<file path="src/rtl/fetch_unit_pkg.sv">
// Shared definitions for the instruction fetch stage: FSM encoding, PC
// next-value selection, and the fixed ARM PC offsets.
package fetch_unit_pkg;

    localparam logic [31:0] RESET_PC_DEFAULT = 32'h0000_0000;
    localparam int unsigned PC_STEP          = 4;
    localparam int unsigned R15_OFFSET       = 8;

    typedef enum logic [1:0] {
        ST_IDLE  = 2'd0,
        ST_FETCH = 2'd1,
        ST_HOLD  = 2'd2,
        ST_DROP  = 2'd3
    } fetch_state_e;

    typedef enum logic [1:0] {
        PC_HOLD = 2'd0,
        PC_INC  = 2'd1,
        PC_LOAD = 2'd2
    } pc_sel_e;

endpackage

</file>
<file path="src/rtl/fetch_pc_reg.sv">
// Program counter register with its next-value mux (hold, sequential step,
// redirect load). Exposes the next value so callers can latch it as an address.
module fetch_pc_reg
    import fetch_unit_pkg::*;
#(
    parameter int unsigned          ADDR_W   = 32,
    parameter logic [ADDR_W-1:0]    RESET_PC = ADDR_W'(RESET_PC_DEFAULT)
) (
    input  logic              clk,
    input  logic              reset_n,
    input  pc_sel_e           pc_sel_i,
    input  logic [ADDR_W-1:0] target_i,
    output logic [ADDR_W-1:0] pc_next_o
);

    logic [ADDR_W-1:0] pc_q;
    logic [ADDR_W-1:0] pc_d;

    always_comb begin
        pc_d = pc_q;
        unique case (pc_sel_i)
            PC_INC:  pc_d = pc_q + ADDR_W'(PC_STEP);
            PC_LOAD: pc_d = target_i;
            default: pc_d = pc_q;
        endcase
    end

    always_ff @(posedge clk or negedge reset_n) begin
        if (!reset_n) begin
            pc_q <= RESET_PC;
        end else begin
            pc_q <= pc_d;
        end
    end

    assign pc_next_o = pc_d;

endmodule

</file>
<file path="src/rtl/fetch_unit.sv">
// Instruction fetch stage: single-outstanding req/ack fetch into an
// instruction register, valid/ready to decode, redirects from execute.
module fetch_unit
    import fetch_unit_pkg::*;
#(
    parameter int unsigned       ADDR_W   = 32,
    parameter logic [ADDR_W-1:0] RESET_PC = ADDR_W'(RESET_PC_DEFAULT)
) (
    input  logic              clk,
    input  logic              reset_n,
    output logic              imem_req,
    output logic [ADDR_W-1:0] imem_addr,
    input  logic              imem_ack,
    input  logic [31:0]       imem_rdata,
    output logic              instr_valid,
    input  logic              instr_ready,
    output logic [31:0]       instr,
    output logic [ADDR_W-1:0] instr_pc,
    output logic [ADDR_W-1:0] pc_plus8,
    input  logic              redirect,
    input  logic [ADDR_W-1:0] redirect_addr
);

    fetch_state_e      state_q, state_d;
    logic              req_q, req_d;
    logic [ADDR_W-1:0] addr_q, addr_d;
    logic [31:0]       instr_q, instr_d;
    logic [ADDR_W-1:0] instrPc_q, instrPc_d;
    logic              instrValid_q, instrValid_d;

    pc_sel_e           pcSel;
    logic [ADDR_W-1:0] pcNext;
    logic [ADDR_W-1:0] targetAddr;
    logic              ackTaken;

    assign targetAddr = redirect_addr & ~ADDR_W'(3);
    assign ackTaken   = imem_ack && req_q;

    fetch_pc_reg #(
        .ADDR_W   (ADDR_W),
        .RESET_PC (RESET_PC)
    ) u_pc (
        .clk       (clk),
        .reset_n   (reset_n),
        .pc_sel_i  (pcSel),
        .target_i  (targetAddr),
        .pc_next_o (pcNext)
    );

    // A redirect always reloads the PC; the only sequential step is a consumed instruction.
    always_comb begin
        pcSel = PC_HOLD;
        if (redirect) begin
            pcSel = PC_LOAD;
        end else if (state_q == ST_HOLD && instr_ready) begin
            pcSel = PC_INC;
        end
    end

    always_comb begin
        state_d      = state_q;
        req_d        = req_q;
        addr_d       = addr_q;
        instr_d      = instr_q;
        instrPc_d    = instrPc_q;
        instrValid_d = instrValid_q;
        unique case (state_q)
            ST_IDLE: begin
                addr_d  = pcNext;
                req_d   = 1'b1;
                state_d = ST_FETCH;
            end
            ST_FETCH: begin
                if (redirect) begin
                    // An in-flight request must keep its address, so it is drained in DROP.
                    if (ackTaken) begin
                        addr_d = pcNext;
                        req_d  = 1'b0;
                    end else if (req_q) begin
                        state_d = ST_DROP;
                    end else begin
                        addr_d = pcNext;
                        req_d  = 1'b1;
                    end
                end else if (ackTaken) begin
                    instr_d      = imem_rdata;
                    instrPc_d    = addr_q;
                    instrValid_d = 1'b1;
                    req_d        = 1'b0;
                    state_d      = ST_HOLD;
                end else begin
                    req_d = 1'b1;
                end
            end
            ST_HOLD: begin
                if (redirect || instr_ready) begin
                    instrValid_d = 1'b0;
                    addr_d       = pcNext;
                    req_d        = 1'b1;
                    state_d      = ST_FETCH;
                end
            end
            ST_DROP: begin
                if (ackTaken) begin
                    addr_d  = pcNext;
                    req_d   = 1'b1;
                    state_d = ST_FETCH;
                end
            end
            default: begin
                state_d = ST_IDLE;
                req_d   = 1'b0;
            end
        endcase
    end

    always_ff @(posedge clk or negedge reset_n) begin
        if (!reset_n) begin
            state_q      <= ST_IDLE;
            req_q        <= 1'b0;
            addr_q       <= RESET_PC;
            instr_q      <= 32'h0;
            instrPc_q    <= RESET_PC;
            instrValid_q <= 1'b0;
        end else begin
            state_q      <= state_d;
            req_q        <= req_d;
            addr_q       <= addr_d;
            instr_q      <= instr_d;
            instrPc_q    <= instrPc_d;
            instrValid_q <= instrValid_d;
        end
    end

    assign imem_req    = req_q;
    assign imem_addr   = addr_q;
    assign instr_valid = instrValid_q;
    assign instr       = instr_q;
    assign instr_pc    = instrPc_q;
    assign pc_plus8    = instrPc_q + ADDR_W'(R15_OFFSET);

endmodule

</file>
<file path="config.mk">
export PLATFORM = sky130hd
export DESIGN_NAME = fetch_unit
export DESIGN_NICKNAME = d
export VERILOG_FILES = /design/src/rtl/fetch_unit_pkg.sv /design/src/rtl/fetch_pc_reg.sv /design/src/rtl/fetch_unit.sv
export SDC_FILE = /design/constraint.sdc
export NUM_CORES = 1
export LEC_CHECK = 0
export ABC_AREA = 1
export CAP_MARGIN = 20
export CORE_ASPECT_RATIO = 1.25
export CORE_UTILIZATION = 52
export CTS_BUF_LIST = sky130_fd_sc_hd__clkbuf_16
export CTS_CLUSTER_DIAMETER = 120
export DETAILED_ROUTE_END_ITERATION = 7
export PLACE_DENSITY_LB_ADDON = 0.05
export SLEW_MARGIN = 10
export SYNTH_ARGS = -nofsm -noshare
export SYNTH_HDL_FRONTEND = slang
export SYNTH_SLANG_ARGS = --single-unit
</file>
<file path="constraint.sdc">
create_clock -name clk -period 4.6 [get_ports clk]
set_clock_uncertainty 0.15 [all_clocks]
set_input_delay 0.46 -clock clk [delete_from_list [all_inputs] [get_ports clk]]
set_output_delay 0.46 -clock clk [all_outputs]
set_load 0.05 [all_outputs]
</file>
After elaboration in Yosys (flattened, before gate mapping). Cells that the tools add are included. W data, S select, Z words.

Add/sub/neg operators: 2. $mul: 0. Div/mod/pow operators: 0. $lt $le $gt $ge: 0. Equal/unequal tests: 14. Shift operators: 0. Multiplexer cells: 23. Bitwise gates (word level): 1. Reductions and logical operators: 10.

Operator list (number): $mux W32 (5); $pmux W32 S4 (1); $pmux W32 S2 (1); $add A32 B3 Y32 const B (1); $add A32 B4 Y32 const B (1); $mux W2 (7); $ne A3 B3 Y1 const B (4); $ne A2 B2 Y1 const B (4); $pmux W2 S4 (1); $reduce_and A4 Y1 (2); $eq A2 B2 Y1 const B (3); $mux W1 (6); $reduce_and A5 Y1 (1); $eq A2 B1 Y1 const B (2); $pmux W1 S4 (1); $reduce_and A3 Y1 (1); $logic_and A1 B1 Y1 (2); $logic_not A2 Y1 (1); $ne A2 B1 Y1 const B (1); $pmux W1 S2 (1); $reduce_and A2 Y1 (1); $reduce_bool A2 Y1 (1); $logic_or A1 B1 Y1 (1); $not A1 Y1 (1).

Register bits: 132. Latch bits: 0. RAM bits: 0. ROM bits: 0. Input bits: 69. Output and inout port bits: 130. Logic and storage cells: 57. Memories kept: 0.

Depth between registers and ports, before layout. Gate-level depths: netlist of the first run.

Word-level depth: 10. Mapped depth: 11. Depth with buffers taken out: 11.

Cells and area by module. From an unflattened synthesis of the first run, not the netlist that was laid out.

Cells, all modules: 987. Area total of the unflattened synthesis: 7091.8 um^2.

By module, submodules not included: fetch_unit (instances 1, cells each 610, area each 4699.5 um^2, sequential area each 2502.4 um^2); fetch_pc_reg (instances 1, cells each 377, area each 2392.3 um^2, sequential area each 800.8 um^2).

Least setup slack after synthesis of the first run. Ideal clock, no wire load.

Kind: register to output. Start: register instrPc_q[3] (netlist: instr_pc[3]). End: output port pc_plus8[18]. Arrival time: 2523 ps. Data required time: 3990 ps. Setup slack: 1467 ps. Stages on the path, launching flop included: 7. Buffers on the path: 0. Path through: dfrtp_1 -> inv_1 -> nor3_2 -> inv_1 -> nor3_2 -> nand3_1 -> xnor2_1.

Word-level cells in the longest chain between the ends: 1.

Ends and longest elaborated chain: start: declaration (RTL line fetch_unit.sv:28) `logic [ADDR_W-1:0] instrPc_q, instrPc_d;`; start signal: assignment (RTL line fetch_unit.sv:130) `instrPc_q <= instrPc_d;`; $add A32 B4 Y32 (RTL line fetch_unit.sv:140) `assign pc_plus8 = instrPc_q + ADDR_W'(R15_OFFSET);`; end: declaration (RTL line fetch_unit.sv:19) `output logic [ADDR_W-1:0] pc_plus8,`.

Every way passes these cells.

Worst setup path after layout of the first run.
Start: register instrPc_q[10] (netlist: instr_pc[10]). End: output port pc_plus8[30].

The elaborated chain is that of the path after synthesis.

==> results.py, run 1 <==
metrics = {
    "setup_path": {
        "worst_path_largest_cell_delay_ns": 0.84,
        "start_kind": "register",
        "critical_path_required_ns": 3.99,
        "setup.worst_path.end_class": "output pin",
        "cp_common_cell": "nand2_1",
        "path_delay_family": "simple AND/OR/NAND/NOR gates",
        "critPathBufInv": 1,
        "crit_fanout": 5,
        "cp.arrival_ns": 2.92,
        "worstSetupPathType": "register to output pin",
        "cp_cell_sequence": "nand2_1 -> nor3_1 -> nand4_1 -> nor2_1 -> nand2_1 -> xor2_1 -> clkdlybuf4s50_1",
        "cp_slowest_cell": "clkdlybuf4s50_1",
    },
    "synthesis": {
        "synth_seq_cells": 132,
        "synth_xor_xnor_area_share_pct": 3.47,
        "synth_top_cell_by_area": "dfrtp_1",
        "avgSynthCellArea_sq_um": 7.53,
        "synth-async-reset-ratio_pct": 100,
        "syn-num-nets": 977,
        "synthCells": 906,
        "yosys.area_share.simple_pct": 34.9,
        "yosys-top-cells-area": "dfrtp_1 (48%), nand2_1 (23%), nand3_1 (4.0%), inv_1 (3.6%), nor2_1 (2.6%)",
        "synth-compound-area-share_pct": 5.50,
        "syn_area_sq_um": 6820,
        "yosys_warnings": 0,
        "synth.area.mux_share_pct": 0,
        "synthDistinctLibCells": 41,
        "synth_edf_count": 0,
        "synth_top_family_by_area": "simple AND/OR/NAND/NOR gates",
        "synth_top_area_share_pct": 48.4,
        "ys_seq_area_share_pct": 48.4,
        "synthAdderAreaFrac_pct": 0.367,
        "ys.flop_type": "dfrtp_1",
    },
    "layout": {
        "layout_common_cells": "nand2_1 (417), clkdlybuf4s50_1 (195), dfrtp_1 (132), inv_1 (66), nand3_1 (54)",
        "instances_no_fill": 1279,
        "area_delta_synth_final_pct": 38.2,
        "final_util_pct": 74.1,
        "nets": 1169,
        "diodes": 0,
        "drive_above_1_share_pct": 6.93,
        "mostFrequentLayoutCell": "nand2_1",
    },
    "place": {
        "gp_congestion": 0.886,
        "placement.setup.worst_slack_ns": 1.63,
        "io_buffers": 196,
        "dpl.hpwl_microns": 13100,
        "place_inst": 1245,
    },
    "clock_network": {
        "cts_tree": "yes",
        "clockBufferDepth": 2,
        "post_cts_resized": 0,
        "clk_pin_slew_ns": 0.06,
        "post_cts_buffers": 0,
        "hold_buffers": 1,
        "clk_latency_ns": 0.41,
        "cts.sinks": 132,
        "cts_max_level": 4,
        "cts_buffers": 17,
        "clockRootBuffer": "clkbuf_16",
    },
    "global_route": {
        "track_usage_pct": 27.8,
        "grt_pass1_vias": 6120,
        "grt_overflow_total": 0,
        "antenna_found_initial": 0,
        "grt_pass1_wl_microns": 29800,
        "grt_max_degree": 70,
    },
    "outcome": {
        "outcome": "completed",
    },
    "hold_path": {
        "min-delay-path-class": "register to register",
    },
    "floorplanning": {
        "die-area_sq_um": 13600,
        "die_h_microns": 130,
        "initial_core_util_pct": 53.6,
        "die_w_microns": 104,
        "core-area_sq_um": 12700,
        "io_pins": 199,
        "rows": 46,
    },
    "detailed_routing": {
        "ant_nets": 0,
        "drt_iter0_drc": 401,
        "via_per_inst": 5.02,
        "wl_per_cell_microns": 14.2,
        "drt_wl_total_microns": 18200,
        "first_pass_iters": 6,
        "drc": 0,
        "vias": 6424,
    },
    "sta": {
        "fin_hold_ws_ns": 0.318,
        "worstMarginPinSlew_ns": 0.744,
        "setup_ws_ns": 1.07,
        "hold_viol": 0,
        "fmax_mhz": 284,
        "period_needed_ns": 3.53,
        "setup_viol": 0,
        "tns_ns": 0,
        "rsz0062_at_grt": "false",
        "drv_slew": 0,
        "slew_headroom_pct": 50.4,
        "fin_crit_sh_pct": 76.7,
    },
    "job": {
        "cap_violations": 0,
    },
    "power_and_ir_drop": {
        "p_per_area_nw_per_um2": 759,
        "power_leakage_nw": 4.39,
        "ir_worst_vdd_mv": 0.575,
    },
}
report_power, final:
group          switching (W)  internal (W)
combinational        0.00270       0.00120
clock               0.000524      0.000746
sequential          0.000399       0.00158
synthesized netlist by cell type (2+ instances only):
cell,number
nor2_2,9
nand3b_1,2
buf_4,6
buf_6,6
nand2_2,5
inv_1,65
clkbuf_1,7
buf_2,11
nor3_1,10
o21bai_1,7
xor2_1,18
nand3_1,54
and2_1,2
a21oi_1,4
nand4_1,5
o21ai_0,19
nor2_4,6
nor4_1,2
nor3b_1,2
xnor2_1,9
clkinv_1,8
ha_1,2
dfrtp_1,132
nor2_1,47
o211ai_1,4
nand2_1,417
inv_2,7
nand3_2,2
o21ai_1,24
nor3_2,2
a31oi_1,2
routing by layer:
layer	share of wire [%]	global-route usage [%]
met5	0	0
met4	1.8	9.83
met3	5.3	4.95
met2	48	46.0
met1	45	37.2
worst register-to-register path: cells and delay by family, from the launching register on:
family	cells	cell delay [ns]
buffers and inverters	2	0.67
AOI/OAI and AO/OA	2	0.21
and+or+nand+nor	4	0.42
DFF	1	0.41
final timing paths:
path / start / endpoint / slack (ns) / depth (start not counted)
worst max register to register: imem_req / imem_addr[27] / 2.62 / 8
worst max-delay path: instr_pc[10] / pc_plus8[30] / 1.07 / 7
min in group asynchronous: reset_n / instr[31] / 0.51 / 2
worst min register to register: instr[26] / instr[26] / 0.32 / 2
max in group asynchronous: reset_n / imem_addr[30] / 2.79 / 3
worst min-delay path: instr[26] / instr[26] / 0.32 / 2
state kept, by name, summed over array words and instances, names as in the netlist:
name / cells
imem_addr: 32
imem_req: 1
instr: 32
instr_pc: 32
instr_valid: 1
state_q: 2
u_pc.pc_q: 32
final cells by class:
| cell class | instances | area (sq um) |
|---|---|---|
| Inverter | 82 | 312 |
| Timing Repair Buffer | 203 | 2030 |
| Fill cell | 1014 | 3290 |
| Clock buffer | 17 | 425 |
| Sequential cell | 132 | 3300 |
| Clock inverter | 15 | 135 |
| Multi-Input combinational cell | 662 | 3020 |
| Tap cell | 168 | 210 |
metrics by stage:
step           cell area [sq um]  total power [W]
3_5_place_dp                8840          0.00589
6_report                    9430          0.00716
3_3_place_gp                8840          0.00584
4_1_cts                     9410          0.00718
5_1_grt                     9430          0.00750
2_1_floorplan               6820          0.00455
kinds of logic after synthesis:
group	after synthesis
adder cells (fa/ha/maj)	2
flip-flops	132
XOR/XNOR	27
AND/OR/NAND/NOR	568
buffers and inverters	112
AO/OA/AOI/OAI	65
Note: power is estimated with default switching activity, not from simulation.
==> run 2: changes to the inputs <==
CORE_UTILIZATION = 43   (was 52)
clock period = 2.9 ns   (was 4.6 ns; I/O delays follow)
==> results.py, run 2 (synthesized netlist as in run 1, its figures left out) <==
metrics = {
    "power_and_ir_drop": {
        "power_leakage_nw": 4.52,
        "netSwitchingFraction_pct": 49.6,
        "clock_power_share_pct": 19.8,
        "p_seq_share_pct": 27.0,
        "ir_worst_vdd_mv": 0.499,
        "p_per_area_nw_per_um2": 1210,
        "p_int_w": 0.00584,
        "power.switching_w": 0.00575,
        "p_comb_share_pct": 53.3,
    },
    "global_route": {
        "met2_usage_pct": 37.4,
        "grt_pass1_wl_microns": 29400,
        "grt_max_degree": 70,
        "grt_most_used_layer": "met2",
        "grt_pass1_vias": 5702,
        "grtUsageMet3_pct": 4.50,
        "grt_overflow_total": 0,
        "antenna_found_initial": 0,
        "track_usage_pct": 23.5,
        "globalRouteMet1Util_pct": 32.1,
    },
    "setup_path": {
        "path_delay_family": "buffers and inverters",
        "setup.worst_path.end_class": "output pin",
        "critical_path_required_ns": 2.46,
        "worstSetupPathType": "register to output pin",
        "critPathBufInv": 3,
        "worst_path_largest_cell_delay_ns": 0.51,
        "crit_fanout": 5,
        "start_kind": "register",
        "cp_cell_sequence": "inv_1 -> nor3_2 -> inv_1 -> nor3_2 -> xor2_1 -> clkdlybuf4s15_1",
        "cp.arrival_ns": 2.30,
        "cp_slowest_cell": "clkdlybuf4s15_1",
        "worstSetupStartpoint": "instr_pc[5]",
        "r2r-start": "state_q[0]",
    },
    "detailed_routing": {
        "drt_wl_total_microns": 18600,
        "drt_iter0_drc": 392,
        "wl_per_cell_microns": 14.0,
        "ant_nets": 0,
        "first_pass_iters": 5,
        "drc": 0,
        "vias": 6286,
        "via_per_inst": 4.74,
    },
    "clock_network": {
        "cts_buffers": 17,
        "clockRootBuffer": "clkbuf_16",
        "cts_max_level": 4,
        "clk_latency_ns": 0.42,
        "cts_tree": "yes",
        "cts.sinks": 132,
        "clockBufferDepth": 2,
        "clk_pin_slew_ns": 0.06,
    },
    "floorplanning": {
        "core-area_sq_um": 15600,
        "die-area_sq_um": 16400,
        "die_h_microns": 143,
        "die_w_microns": 115,
        "io_pins": 199,
        "rows": 51,
        "initial_core_util_pct": 43.8,
    },
    "sta": {
        "setup_viol": 0,
        "rsz0062_at_grt": "false",
        "period_needed_ns": 2.74,
        "hold_viol": 0,
        "fin_hold_ws_ns": 0.251,
        "tns_ns": 0,
        "drv_slew": 0,
        "slew_headroom_pct": 28.0,
        "fmax_mhz": 365,
        "worstMarginPinSlew_ns": 1.08,
        "fin_crit_sh_pct": 94.5,
    },
    "layout": {
        "layout_common_cells": "nand2_1 (417), clkdlybuf4s50_1 (172), dfrtp_1 (132), inv_1 (65), nand3_1 (54)",
        "multi_input_area_sq_um": 3030,
        "nets": 1173,
        "area_delta_synth_final_pct": 40.2,
        "instances_no_fill": 1327,
        "drive_above_1_share_pct": 8.79,
        "seqCellArea_sq_um": 3300,
        "final_util_pct": 61.5,
        "diodes": 0,
        "fillCellCount": 1480,
        "mostFrequentLayoutCell": "nand2_1",
    },
    "hold_path": {
        "min-delay-start": "imem_rdata[18]",
        "min-delay-path-class": "input port to register",
    },
    "place": {
        "gp_congestion": 0.945,
        "io_buffers": 196,
        "place_inst": 1294,
        "dpl.hpwl_microns": 13800,
    },
    "job": {
        "cap_violations": 0,
    },
    "outcome": {
        "outcome": "completed",
    },
}
-- run 2: cell count changes in the layout (fill, tap and decap cells not counted), moves of 2 or more --
cell             delta
clkinv_4            -2
buf_4              +18
dlymetal6s2s_1      +2
clkinvlp_4          -2
clkdlybuf4s50_1    -23
bufinv_16           +3
dlygate4sd2_1       +5
-- run 2: cell type report --
| class | instances | area share, % |
|---|---|---|
| Multi-Input combinational cell | 662 | 31.6 |
| Inverter | 82 | 3.26 |
| Sequential cell | 132 | 34.5 |
| Tap cell | 212 | 2.77 |
| Timing Repair Buffer | 207 | 21.2 |
| Clock inverter | 15 | 2.13 |
| Clock buffer | 17 | 4.45 |
-- run 2: layer usage --
layer	share of wire [%]	wire length, microns
met5	0	0
met2	48	8870
met1	45	8410
met3	4.8	882
met4	2.1	397
-- run 2: worst register-to-register path: cells and delay by family, from the launching register on --
kind	cells	cell delay, ns
and+or+nand+nor	4	0.38
buffers and inverters	3	0.92
DFF	1	0.45
-- run 2: worst paths after layout --
| check | end | slack (ns) | depth (start not counted) |
|---|---|---|---|
| max | pc_plus8[10] | 0.16 | 6 |
| min | instr[18] | 0.25 | 3 |
| max reg2reg | instr_pc[27] | 0.95 | 7 |
| min reg2reg | instr[10] | 0.32 | 2 |
| max in group asynchronous | instr_pc[31] | 1.65 | 3 |
| min in group asynchronous | instr[26] | 0.26 | 2 |
-- run 2: power by group through the flow --
stage	clock [W]	combinational [W]	sequential [W]
floorplan	0	0.00209	0.00514
global placement	0	0.00619	0.00313
detailed placement	0	0.00622	0.00316
CTS	0.00233	0.00621	0.00313
global route	0.00240	0.00655	0.00323
finish	0.00229	0.00617	0.00313
-- run 2: repair_timing --
action | CTS | global route
gates resized for setup | 6 | 4
setup buffers | 0 | 0
hold buffers | 1 | 0
endpoints found under the setup margin | 6 | 6
hold endpoints to repair | 39 | 0
-- run 2: metrics by stage --
stage	total power (W)	worst slack [ns]	area, sq um
finish	0.0116	0.159	9570
global route	0.0122	0.0103	9570
CTS	0.0117	0.0435	9560
detailed placement	0.00938	0.285	8920
global placement	0.00932	0.305	8920
floorplan	0.00723	0.0401	6830
==> run 3: changes to the inputs <==
CTS_CLUSTER_DIAMETER = 40   (was 120)
SLEW_MARGIN = 0   (was 10)
==> results of run 3 <==
No change in the layout: final DEF, timing and power equal those of run 2.
